--- src/rtl/adc_acq_sequencer.sv ---
// Single-shot ADC trigger/capture sequencer: clear -> holdoff -> armed -> capture -> done,
// forwarding a fixed number of post-trigger samples through one AXIS output register.
//
// state   | code | meaning
// --------+------+----------------------------------------------------------
// IDLE    | 0    | trigger held in reset, waiting for cfg_start
// CLEAR   | 1    | trigger (and optionally max-sum) cleared for CLEAR_CYCLES
// HOLDOFF | 2    | trigger still held, settle for cfg_holdoff cycles
// ARMED   | 3    | trigger released, waiting for trig_active or timeout
// CAPTURE | 4    | forwarding post-trigger samples to the DMA writer
// DONE    | 5    | run finished, status valid, waiting for next cfg_start
module adc_acq_sequencer #(
    parameter int unsigned CLEAR_CYCLES = 4,
    parameter int unsigned DATA_WIDTH   = 16
) (
    input  logic                  aclk,
    input  logic                  aresetn,
    input  logic                  cfg_start,
    input  logic                  cfg_abort,
    input  logic [31:0]           cfg_post_len,
    input  logic [15:0]           cfg_holdoff,
    input  logic [31:0]           cfg_timeout,
    input  logic                  cfg_clear_max,
    input  logic                  trig_active,
    input  logic                  s_axis_tvalid,
    input  logic [DATA_WIDTH-1:0] s_axis_tdata,
    output logic                  m_axis_tvalid,
    output logic [DATA_WIDTH-1:0] m_axis_tdata,
    output logic                  m_axis_tlast,
    input  logic                  m_axis_tready,
    output logic                  reset_trigger,
    output logic                  reset_max_sum,
    output logic [2:0]            sts_state,
    output logic                  sts_done,
    output logic                  sts_timeout,
    output logic                  sts_overflow,
    output logic [31:0]           sts_count,
    output logic [31:0]           sts_trig_cycle
);

    localparam logic [2:0] ST_IDLE    = 3'd0;
    localparam logic [2:0] ST_CLEAR   = 3'd1;
    localparam logic [2:0] ST_HOLDOFF = 3'd2;
    localparam logic [2:0] ST_ARMED   = 3'd3;
    localparam logic [2:0] ST_CAPTURE = 3'd4;
    localparam logic [2:0] ST_DONE    = 3'd5;

    localparam logic [31:0] CLEAR_LOAD = 32'(CLEAR_CYCLES - 1);

    logic [2:0]  state, state_nxt;
    logic [31:0] timer, timer_nxt;
    logic [31:0] post_len_q, timeout_q, cycle_cnt;
    logic [15:0] holdoff_q;
    logic        clear_max_q, last_loaded;
    logic        start_ok, abort_ok, beat_done, cap_in, load, drop, load_last;
    logic [31:0] len_eff, count_inc, holdoff_load;

    assign start_ok     = cfg_start & ~cfg_abort & ((state == ST_IDLE) | (state == ST_DONE));
    assign abort_ok     = cfg_abort & (state != ST_IDLE);
    assign beat_done    = m_axis_tvalid & m_axis_tready;
    assign cap_in       = (state == ST_CAPTURE) & s_axis_tvalid & ~last_loaded;
    assign load         = cap_in & (~m_axis_tvalid | m_axis_tready);
    assign drop         = cap_in & ~load;
    assign len_eff      = (post_len_q == 32'd0) ? 32'd1 : post_len_q;
    assign count_inc    = sts_count + 32'd1;
    assign load_last    = (count_inc == len_eff);
    assign holdoff_load = (holdoff_q == 16'd0) ? 32'd0 : ({16'd0, holdoff_q} - 32'd1);
    assign sts_state    = state;

    // timer is a down-counter reloaded on every phase entry; terminal count is zero
    always_comb begin
        state_nxt = state;
        timer_nxt = timer;
        case (state)
            ST_IDLE, ST_DONE: begin
                if (start_ok) begin
                    state_nxt = ST_CLEAR;
                    timer_nxt = CLEAR_LOAD;
                end
            end
            ST_CLEAR: begin
                if (timer == 32'd0) begin
                    state_nxt = ST_HOLDOFF;
                    timer_nxt = holdoff_load;
                end else begin
                    timer_nxt = timer - 32'd1;
                end
            end
            ST_HOLDOFF: begin
                if (timer == 32'd0) begin
                    state_nxt = ST_ARMED;
                    timer_nxt = timeout_q - 32'd1;
                end else begin
                    timer_nxt = timer - 32'd1;
                end
            end
            ST_ARMED: begin
                timer_nxt = timer - 32'd1;
                if (trig_active) begin
                    state_nxt = ST_CAPTURE;
                end else if ((timeout_q != 32'd0) && (timer == 32'd0)) begin
                    state_nxt = ST_DONE;
                end
            end
            ST_CAPTURE: begin
                if (beat_done && m_axis_tlast) begin
                    state_nxt = ST_DONE;
                end
            end
            default: state_nxt = ST_IDLE;
        endcase
        if (abort_ok) begin
            state_nxt = ST_IDLE;
        end
    end

    always_ff @(posedge aclk or negedge aresetn) begin
        if (!aresetn) begin
            state          <= ST_IDLE;
            timer          <= 32'd0;
            post_len_q     <= 32'd0;
            timeout_q      <= 32'd0;
            holdoff_q      <= 16'd0;
            clear_max_q    <= 1'b0;
            cycle_cnt      <= 32'd0;
            last_loaded    <= 1'b0;
            reset_trigger  <= 1'b1;
            reset_max_sum  <= 1'b0;
            m_axis_tvalid  <= 1'b0;
            m_axis_tdata   <= '0;
            m_axis_tlast   <= 1'b0;
            sts_done       <= 1'b0;
            sts_timeout    <= 1'b0;
            sts_overflow   <= 1'b0;
            sts_count      <= 32'd0;
            sts_trig_cycle <= 32'd0;
        end else begin
            state         <= state_nxt;
            timer         <= timer_nxt;
            cycle_cnt     <= cycle_cnt + 32'd1;
            reset_trigger <= ~((state_nxt == ST_ARMED) | (state_nxt == ST_CAPTURE));
            // the latched clear_max is not yet valid on the start cycle itself
            reset_max_sum <= (state_nxt == ST_CLEAR) & (start_ok ? cfg_clear_max : clear_max_q);

            if (start_ok) begin
                post_len_q   <= cfg_post_len;
                timeout_q    <= cfg_timeout;
                holdoff_q    <= cfg_holdoff;
                clear_max_q  <= cfg_clear_max;
                last_loaded  <= 1'b0;
                sts_done     <= 1'b0;
                sts_timeout  <= 1'b0;
                sts_overflow <= 1'b0;
                sts_count    <= 32'd0;
            end

            if ((state == ST_ARMED) && (state_nxt == ST_CAPTURE)) begin
                sts_trig_cycle <= cycle_cnt;
            end
            if ((state == ST_ARMED) && (state_nxt == ST_DONE)) begin
                sts_timeout <= 1'b1;
            end
            if ((state != ST_DONE) && (state_nxt == ST_DONE)) begin
                sts_done <= 1'b1;
            end

            if (abort_ok) begin
                m_axis_tvalid <= 1'b0;
            end else if (load) begin
                m_axis_tvalid <= 1'b1;
                m_axis_tdata  <= s_axis_tdata;
                m_axis_tlast  <= load_last;
                last_loaded   <= load_last;
                sts_count     <= count_inc;
            end else if (beat_done) begin
                m_axis_tvalid <= 1'b0;
            end

            if (drop && !abort_ok) begin
                sts_overflow <= 1'b1;
            end
        end
    end

endmodule

--- config.mk ---
export PLATFORM = sky130hd
export DESIGN_NAME = adc_acq_sequencer
export DESIGN_NICKNAME = d
export VERILOG_FILES = /design/src/rtl/adc_acq_sequencer.sv
export SDC_FILE = /design/constraint.sdc
export NUM_CORES = 1
export LEC_CHECK = 0
export ABC_CLOCK_PERIOD_IN_PS = 3700
export BUFFER_PORTS_ARGS = -buffer_cell sky130_fd_sc_hd__buf_2
export CORE_UTILIZATION = 55
export DETAILED_ROUTE_END_ITERATION = 8
export PLACE_DENSITY = 0.83
export SLEW_MARGIN = 20
export SYNTH_ARGS = -nofsm -noshare
export SYNTH_HDL_FRONTEND = slang
export SYNTH_SLANG_ARGS = --single-unit
--- constraint.sdc ---
create_clock -name aclk -period 3.7 [get_ports aclk]
set_input_delay 0.555 -clock aclk [delete_from_list [all_inputs] [get_ports aclk]]
set_output_delay 0.555 -clock aclk [all_outputs]
set_load 0.01 [all_outputs]
==> key figures <==
Run status
  – Status: complete, but fails checks
  – Failing checks: DRC

Routing
  – Total Wirelength: 33.3 mm
  – Vias post-DR: 11000
  – Vias per cell: 5.91
  – Pre-antenna DRT Iters: 8
  – WL/cell: about 18 um
  – Initial DRC count: 828
  – DRC viols: 10
  – Antenna viol nets, final: 0

GRT
  – Tot GR Track Use: around 29%
  – Grt ovf: 0
  – Routing usage on met3: under 10%
  – Vias in the first global route: about 11000
  – GR peak layer: met2
  – First-pass GRT wire length: approximately 55 mm
  – Antenna violations before repair: 2
  – Met1 GRT Util: 37.1%
  – Largest net degree at the start of global routing: 94
  – Met2 track demand over resource: approximately half

Worst setup path
  – FF-to-FF setup slack: 720 ps
  – Crit path DAT: around 3400 ps
  – Max Fanout on Critical Path: 7
  – Crit path required time: 4120 ps
  – CP Class: register to register
  – Crit end category: register
  – Reg2reg end: timer[0]$_DFFE_PN0P_
  – Worst Setup Start Kind: register
  – Worst R2R Start: holdoff_q[8]$_DFFE_PN0P_
  – Worst r2r path cells: 7

Floorplanning
  – Num rows: 54
  – Die span in x: 152 um
  – Initial Util: a little under three fifths
  – Core area: 22000 um^2
  – DIE AREA: ~23000 um^2
  – Die height: ~150 um
  – Boundary pin count: ~190

STA
  – Fin Clk Skew: 8.56 ps
  – Min Tclk post-route: 2980 ps
  – Max Transition Viols Final: 0
  – Worst hold margin: 45.3 ps
  – Slew at the pin closest to its max-slew limit: between 900 and 1000 ps
  – Unrepaired setup endpoints after global routing: false
  – Period utilization: 80.6%
  – Setup TNS: 0 ps
  – Fin. Hold Viols: 0
  – Slew headroom: 38.9%
  – Final Setup Violations: 0
  – F_max: 0.335 GHz

Logic synthesis
  – Post-synth EDFFs: 0
  – Post-synth cell types: 70
  – Main synth FF type: dfrtp_1
  – Synth Instances: around 1400
  – Synth warn: 0
  – Mean post-synth cell area: 8.87 um^2
  – Register area share after synthesis: 47.8%
  – Syn nets: 1504
  – Ys async rst share: 100%
  – Yosys reg bits: between 200 and 250
  – Netlist Area Pre-Place: 12400 um^2

Clock network
  – Clk Tree Root Cell: clkbuf_16
  – CTS resizes: 0
  – Hold-fix buffers at CTS: 0
  – Post-CTS Setup Bufs: 0
  – Clk slew on worst S/H paths: roughly 60 ps
  – Clk sinks: 236
  – CTS buffer count: 26
  – H-tree depth: 1
  – Clk_lat worst skew: about 540 ps
  – CTS tree: yes
  – Bufs on Longest Clock Path: 3

Cells and area
  – Share of layout cells above drive strength 1: 19.2%
  – Commonest non-fill, non-tap cells in the layout: nand2_1 (363), dfrtp_1 (235), buf_2 (192), nor2_1 (89), o21ai_0 (86)
  – Commonest non-fill, non-tap cell in the layout: nand2_1
  – Post-route non-filler standard cell count: about 1900
  – P&R area growth vs syn: 17.4%
  – Final core utilization: 66.1%
  – Final Net Count: ~1700

Place
  – Port Buffers: just under 200
  – Placed Instances: 1823
  – Placer Congestion: 0.954
  – DP HPWL: between 20 and 25 mm

Power
  – Max VDD drop: 0.000422 V
  – Pwr dens: 673 nW/um^2
  – Leak: 0.00703 uW

Min path
  – HP Class: input pin to asynchronous set/reset pin

Job
  – Max-cap viol count: 0
worst max-delay path by stage:
stage | to | startpoint | depth (start not counted) | slack, ps
2_1_floorplan | last_loaded$_DFF_PN0_ | sts_count[0]$_DFF_PN0_ | 8 | 790
3_3_place_gp | timer[22]$_DFFE_PN0P_ | timer[24]$_DFFE_PN0P_ | 8 | 830
3_5_place_dp | timer[0]$_DFFE_PN0P_ | holdoff_q[8]$_DFFE_PN0P_ | 7 | 760
4_1_cts | timer[0]$_DFFE_PN0P_ | holdoff_q[8]$_DFFE_PN0P_ | 7 | 740
5_1_grt | timer[31]$_DFFE_PN0P_ | timer[0]$_DFFE_PN0P_ | 9 | 500
6_report | timer[0]$_DFFE_PN0P_ | holdoff_q[8]$_DFFE_PN0P_ | 7 | 720
critical path, stage by stage, from the launching register on:
cell and delay, ps:
dfrtp_1 410, or3_1 410, or3_1 390, or4_4 530
o31ai_4 270, or2_1 340, o22ai_1 150, o32a_1 350
Yosys cell counts, types with 17 or more instances:
library cell / number / share of area, %
nor2_1: 90 / 2.7
o21ai_0: 86 / 3.5
nand4_1: 32 / 1.6
xor2_1: 46 / 3.3
nand2_1: 363 / 11
xnor2_1: 79 / 5.6
o31ai_1: 17 / 1.0
nor4_1: 39 / 2.0
a21oi_1: 30 / 1.2
nand3_1: 47 / 1.9
dfrtp_1: 235 / 48
clkbuf_1: 59 / 1.8
mux2_2: 30 / 2.7
nor3_1: 34 / 1.4
metal layers:
layer	up-vias	wire, um
li1	5204	-
met1	5310	13500
met2	452	16300
met3	81	2300
met4	0	1150
met5	-	0
cell type report:
class,instances,area [um^2]
clock buffer,37,762
multi-input combinational,1075,6140
antenna,2,5.00
fill,1748,7440
inverter,16,60.1
timing repair buffer,216,1170
clock inverter,7,113
sequential,236,5910
tap,280,350
stage by stage:
stage	area, um^2	total power (uW)	setup slack [ps]
final	14500	9760	716
after global routing	14500	10300	501
after CTS	14500	9760	743
after detailed placement	13600	7120	763
after global placement	13600	7000	827
after floorplan	12400	6070	790
report_power, final:
part / leakage [uW] / switching [uW] / internal, uW / total (uW)
logic: 0.00348 / 1880 / 1280 / 3160
registers: 0.00312 / 753 / 3230 / 3980
clock network: 0.000427 / 1050 / 1570 / 2620
total: 0.00703 / 3680 / 6080 / 9760
cells by family after synthesis:
| logic type | Yosys count | share of synthesized area [%] |
|---|---|---|
| simple gates | 692 | 25.7 |
| buf+inv | 83 | 2.58 |
| xor+xnor | 125 | 8.86 |
| fa+ha+maj | 6 | 0.607 |
| compound gates | 216 | 11.3 |
| flops | 236 | 47.8 |
| mux | 36 | 3.22 |
sequential cells by signal (all words and copies together), names as in the netlist, 3 cells and up:
signal          cells
timeout_q          32
sts_count          32
timer              32
sts_state           3
holdoff_q          16
post_len_q         32
m_axis_tdata       16
cycle_cnt          32
sts_trig_cycle     32
(Power assumes the default switching activity.)
